==> src/rtl/program_loader.sv <==
// Boot loader: framed byte stream into instruction/data memory,
// holding the core in reset until a checksum-verified load completes.
module program_loader #(
  parameter int ADDR_W        = 9,
  parameter int DEPTH         = 512,
  parameter int RELEASE_DELAY = 4
) (
  input  logic              clk,
  input  logic              reset,
  input  logic              start,
  input  logic [7:0]        in_data,
  input  logic              in_valid,
  output logic              in_ready,
  output logic              mem_we,
  output logic [ADDR_W-1:0] mem_addr,
  output logic [7:0]        mem_wdata,
  output logic              cpu_reset,
  output logic              busy,
  output logic              done,
  output logic              error,
  output logic [ADDR_W:0]   byte_count
);

  localparam int CW = $clog2(RELEASE_DELAY + 1);
  localparam logic [15:0] DEPTH16 = 16'(DEPTH);

  typedef enum logic [2:0] {
    S_IDLE, S_LEN_LO, S_LEN_HI, S_LOAD,
    S_CSUM, S_RELEASE, S_DONE, S_ERROR
  } state_e;

  state_e state_q, state_d;

  logic [15:0]       length_q, length_d;
  logic [7:0]        sum_q, sum_d;
  logic [CW-1:0]     cnt_q, cnt_d;
  logic [ADDR_W:0]   byte_count_q, byte_count_d;
  logic              mem_we_q, mem_we_d;
  logic [ADDR_W-1:0] mem_addr_q, mem_addr_d;
  logic [7:0]        mem_wdata_q, mem_wdata_d;
  logic              cpu_reset_q, cpu_reset_d;
  logic              busy_q, busy_d;
  logic              done_q, done_d;
  logic              error_q, error_d;

  logic        accept;
  logic        start_ok;
  logic [15:0] len_full;
  logic [15:0] bc_next;
  logic        last_byte;

  assign in_ready = (state_q == S_LEN_LO) || (state_q == S_LEN_HI) ||
                    (state_q == S_LOAD)   || (state_q == S_CSUM);
  assign accept    = in_valid && in_ready;
  assign start_ok  = start && ((state_q == S_IDLE) ||
                     (state_q == S_DONE) || (state_q == S_ERROR));
  assign len_full  = {in_data, length_q[7:0]};
  assign bc_next   = 16'(byte_count_q) + 16'd1;
  assign last_byte = (bc_next == length_q);

  always_ff @(posedge clk) begin
    if (reset) begin
      state_q      <= S_IDLE;
      length_q     <= '0;
      sum_q        <= '0;
      cnt_q        <= '0;
      byte_count_q <= '0;
      mem_we_q     <= 1'b0;
      mem_addr_q   <= '0;
      mem_wdata_q  <= '0;
      cpu_reset_q  <= 1'b1;
      busy_q       <= 1'b0;
      done_q       <= 1'b0;
      error_q      <= 1'b0;
    end else begin
      state_q      <= state_d;
      length_q     <= length_d;
      sum_q        <= sum_d;
      cnt_q        <= cnt_d;
      byte_count_q <= byte_count_d;
      mem_we_q     <= mem_we_d;
      mem_addr_q   <= mem_addr_d;
      mem_wdata_q  <= mem_wdata_d;
      cpu_reset_q  <= cpu_reset_d;
      busy_q       <= busy_d;
      done_q       <= done_d;
      error_q      <= error_d;
    end
  end

  always_comb begin
    state_d = state_q;
    unique case (state_q)
      S_IDLE, S_DONE, S_ERROR:
        if (start_ok) state_d = S_LEN_LO;
      S_LEN_LO:
        if (accept) state_d = S_LEN_HI;
      S_LEN_HI:
        if (accept) begin
          if (len_full > DEPTH16)     state_d = S_ERROR;
          else if (len_full == 16'd0) state_d = S_CSUM;
          else                        state_d = S_LOAD;
        end
      S_LOAD:
        if (accept && last_byte) state_d = S_CSUM;
      S_CSUM:
        if (accept) begin
          state_d = (in_data == sum_q) ? S_RELEASE : S_ERROR;
        end
      S_RELEASE:
        // counter reaches zero on this edge
        if (cnt_q <= CW'(1)) state_d = S_DONE;
      default: state_d = S_IDLE;
    endcase
  end

  always_comb begin
    length_d     = length_q;
    sum_d        = sum_q;
    cnt_d        = cnt_q;
    byte_count_d = byte_count_q;
    mem_we_d     = 1'b0;
    mem_addr_d   = mem_addr_q;
    mem_wdata_d  = mem_wdata_q;
    if (start_ok) begin
      sum_d        = '0;
      byte_count_d = '0;
      mem_addr_d   = '0;
    end
    if (accept && state_q == S_LEN_LO) length_d[7:0]  = in_data;
    if (accept && state_q == S_LEN_HI) length_d[15:8] = in_data;
    if (accept && state_q == S_LOAD) begin
      mem_we_d     = 1'b1;
      mem_wdata_d  = in_data;
      mem_addr_d   = byte_count_q[ADDR_W-1:0];
      byte_count_d = byte_count_q + 1'b1;
      sum_d        = sum_q + in_data;
    end
    if (accept && state_q == S_CSUM) cnt_d = CW'(RELEASE_DELAY);
    if (state_q == S_RELEASE && cnt_q != '0) cnt_d = cnt_q - CW'(1);
    // status flags follow the next state so they move with it
    cpu_reset_d = (state_d != S_DONE);
    done_d      = (state_d == S_DONE);
    error_d     = (state_d == S_ERROR);
    busy_d      = (state_d == S_LEN_LO) || (state_d == S_LEN_HI) ||
                  (state_d == S_LOAD)   || (state_d == S_CSUM)   ||
                  (state_d == S_RELEASE);
  end

  assign mem_we     = mem_we_q;
  assign mem_addr   = mem_addr_q;
  assign mem_wdata  = mem_wdata_q;
  assign cpu_reset  = cpu_reset_q;
  assign busy       = busy_q;
  assign done       = done_q;
  assign error      = error_q;
  assign byte_count = byte_count_q;

endmodule
==> config.mk <==
export PLATFORM = sky130hd
export DESIGN_NAME = program_loader
export DESIGN_NICKNAME = d
export VERILOG_FILES = /design/src/rtl/program_loader.sv
export SDC_FILE = /design/constraint.sdc
export NUM_CORES = 1
export LEC_CHECK = 0
export BUFFER_PORTS_ARGS = -buffer_cell sky130_fd_sc_hd__buf_2
export CORE_ASPECT_RATIO = 0.8
export CORE_MARGIN = 2
export CORE_UTILIZATION = 36
export CTS_CLUSTER_SIZE = 16
export DETAILED_ROUTE_END_ITERATION = 8
export PLACE_DENSITY_LB_ADDON = 0.25
export SYNTH_ARGS = -nofsm -noshare
export SYNTH_HDL_FRONTEND = slang
export SYNTH_SLANG_ARGS = --single-unit
==> constraint.sdc <==
create_clock -name clk -period 2 [get_ports clk]
set_input_delay 0.1 -clock clk [delete_from_list [all_inputs] [get_ports clk]]
set_output_delay 0.1 -clock clk [all_outputs]
set_load 0.01 [all_outputs]
==> results.yml <==
clocking:
  cts.sinks: 62
  hold_buffers: 0
  path_clk_slew_ns: 0.07
  cts_buffers: 9
  cts_tree: "built"
  htree_levels: 3
  root_buffer: "clkbuf_8"
  clock_latency_ns: 0.34
  cts_buffer_depth: 2
logic_synthesis:
  avgSynthCellArea_sq_um: 8.09
  syn_inst: 391
  ys_seq_area_share_pct: 39.2
  syn_area_sq_um: 3160
  synth_top_family_by_area: "simple AND/OR/NAND/NOR gates"
  async_flop_share_pct: 0
  synth_cell_types: 55
  synth-edff-count: 0
  ys_seq_elements: 62
  synthFlopType: "dfxtp_1"
  yosysWarningCount: 0
  yosys.area_share.simple_pct: 26.3
  synthMuxAreaShare_pct: 0
  synth_xor_xnor_area_share_pct: 5.26
  synth_compound_area_share_pct: 20.5
  synthAdderAreaFrac_pct: 4.98
  synth.net_count: 415
final_layout:
  diodes: 0
  final_nets: 493
  syn2layout_area_growth_pct: 27.6
  final_core_util_pct: 47.4
  final_layout_size_suffix_gt1_share_pct: 28.3
  final_cells: 585
worst_setup_path:
  path_delay_family: "simple AND/OR/NAND/NOR gates"
  slowest_delay_ns: 0.56
  critPathLaunchType: "flip-flop"
  crit_path_top_delay_cell: "or4_4"
  cp_max_fo: 5
  path_cells: "or4_4 > nor4_4 > nand3_2 > nor4b_4 > nand3_2 > a21oi_4 > and3b_1"
  critical_path_class: "flip-flop to flip-flop"
  cp.required_ns: 2.23
  cp.buffers_inverters: 0
  cpMostUsedCell: "nand3_2"
  end_kind: "flip-flop"
  worstPathArrival_ns: 2.29
floorplan:
  dieArea_sq_um: 9560
  core_area_sq_um: 8520
  die_x_um: 109
  rows: 30
  start_util_pct: 37.1
  num_io_pins: 45
  die_h_um: 87.9
timing:
  fin_worst_skew_ns: 0.00561
  relSlewSlack_pct: 73.2
  worst_slew_pin_slew_ns: 0.398
  hold_viol_final: 0
  fmax_mhz: 486
  holdWs_ns: 0.0588
  fin_ws_ns: -0.0569
  fin_crit_sh_pct: 103
  rsz0062_at_grt: "true"
  drv_slew: 0
  setup_viol_count_final: 1
  min_period_ns: 2.06
detailed_routing:
  first_iter_violations: 168
  wl_per_cell_um: 14.9
  vias: 3042
  viasPerCell: 5.20
  wl_um: 8730
  detail_route.first_pass.iterations: 5
  antenna_left: 0
  drc_errors: 0
global_routing:
  grt_pass1_wl_um: 13700
  grt.total_usage_pct: 18.6
  overflow: 0
  grt_max_degree: 22
  antenna_found_initial: 0
  grt_pass1_vias: 2833
power:
  power.leakage_uw: 0.00167
  ir_worst_vdd_mv: 0.284
  power_density_nw_per_um2: 685
place:
  placed_cells: 569
  routabilityCongestion: 0.836
  io_buffers: 44
  dpl.hpwl_um: 6330
status:
  violations: "negative setup slack"
  status: "finished with violations"
job:
  drv_cap: 0
worst_hold_path:
  hold_path.class: "primary input to flip-flop"
[sequential cells by signal, indices dropped and copies added (netlist names), 3 cells and up]
name / cells
cnt_q: 3
byte_count: 10
mem_addr: 9
state_q: 3
sum_q: 8
mem_wdata: 8
length_q: 16
[repair_timing]
item / CTS / global route
buffers inserted: 0 / 1
setup endpoints to repair: 7 / 8
resized for setup: 4 / 9
pin swaps: 10 / 10
hold endpoints to repair: 0 / 0
[kinds of logic (layout without fill, tap and decap cells)]
logic type                 count (synthesis)  after routing
buffers and inverters                     31            113
and+or+nand+nor                          167            167
adders and majority gates                 12             12
xor gates and xnor gates                  19             19
DFF                                       62             62
AOI/OAI and AO/OA                        100            100
[final timing paths]
check	start	end	slack [ns]	depth (start not counted)
min reg2reg	mem_wdata[6]$_SDFFE_PP0P_	mem_wdata[6]$_SDFFE_PP0P_	0.45	2
max reg2reg	length_q[11]$_SDFFE_PP0P_	done$_SDFF_PP0_	-0.06	7
min	in_data[5]	mem_wdata[5]$_SDFFE_PP0P_	0.06	3
max	length_q[11]$_SDFFE_PP0P_	done$_SDFF_PP0_	-0.06	7
[synth_stat cells, types with 5 or more instances]
master	n	share of area, %
nor3_1	5	0.79
clkbuf_1	21	2.5
nand3_1	12	1.9
inv_1	7	0.83
a22oi_1	5	1.2
o21ai_0	9	1.4
xnor2_1	15	4.2
a21oi_1	46	7.3
and3_1	5	0.99
a22o_1	12	3.3
dfxtp_1	62	39
a21o_1	5	1.2
nor2b_1	6	1.2
a31oi_1	6	1.2
nor4_1	7	1.4
nand2_1	69	8.2
nor2_1	31	3.7
ha_1	11	4.3
[final cells by class]
class,count,area [sq um]
Multi-Input combinational cell,298,1880
Clock buffer,11,151
Sequential cell,62,1240
Clock inverter,4,22.5
Fill cell,819,4480
Timing Repair Buffer,91,573
Tap cell,112,140
Inverter,7,26.3
[worst reg2reg max path: cells and delay by family, from the launching register on]
kind,cells,cell delay (ns)
DFF,1,0.31
AOI/OAI and AO/OA,1,0.20
and+or+nand+nor,6,1.45
[cell usage in the layout (no fill, tap or decap), types with 6 or more instances in the layout]
cell type | synthesis | final
buf_2 | 2 | 44
nor2b_1 | 6 | 6
nand3_1 | 12 | 11
nor2_1 | 31 | 30
nand2_1 | 69 | 69
clkbuf_8 | 0 | 11
dfxtp_1 | 62 | 60
buf_4 | 0 | 47
a21oi_1 | 46 | 42
o21ai_0 | 9 | 9
xnor2_1 | 15 | 15
inv_1 | 7 | 7
a31oi_1 | 6 | 6
ha_1 | 11 | 9
a22o_1 | 12 | 12
[power breakdown]
group	switching (uW)	leakage [uW]	internal, uW	total [uW]
Sequential	27.4	0.000502	1270	1300
Combinational	283	0.00108	193	477
Clock	489	0.0000910	504	992
[routing by layer]
| metal | part of all wire [%] | wire length (um) | GRT usage, % |
|---|---|---|---|
| met2 | 44 | 3840 | 29.0 |
| met3 | 5.8 | 503 | 4.46 |
| met4 | 0.80 | 70 | 5.36 |
| met1 | 49 | 4320 | 25.6 |
| met5 | 0 | 0 | 0 |
[through the flow]
step | power, uW | setup WS (ns) | cell area [sq um] | TNS (ns)
global route | 2890 | -0.160 | 4040 | -0.556
detailed placement | 1780 | -0.192 | 3780 | -0.767
finish | 2770 | -0.0569 | 4040 | -0.0569
global placement | 1780 | -0.158 | 3780 | -0.501
floorplan | 1610 | -0.0316 | 3170 | -0.0316
CTS | 2780 | -0.150 | 3990 | -0.382
(Power assumes the default switching activity.)
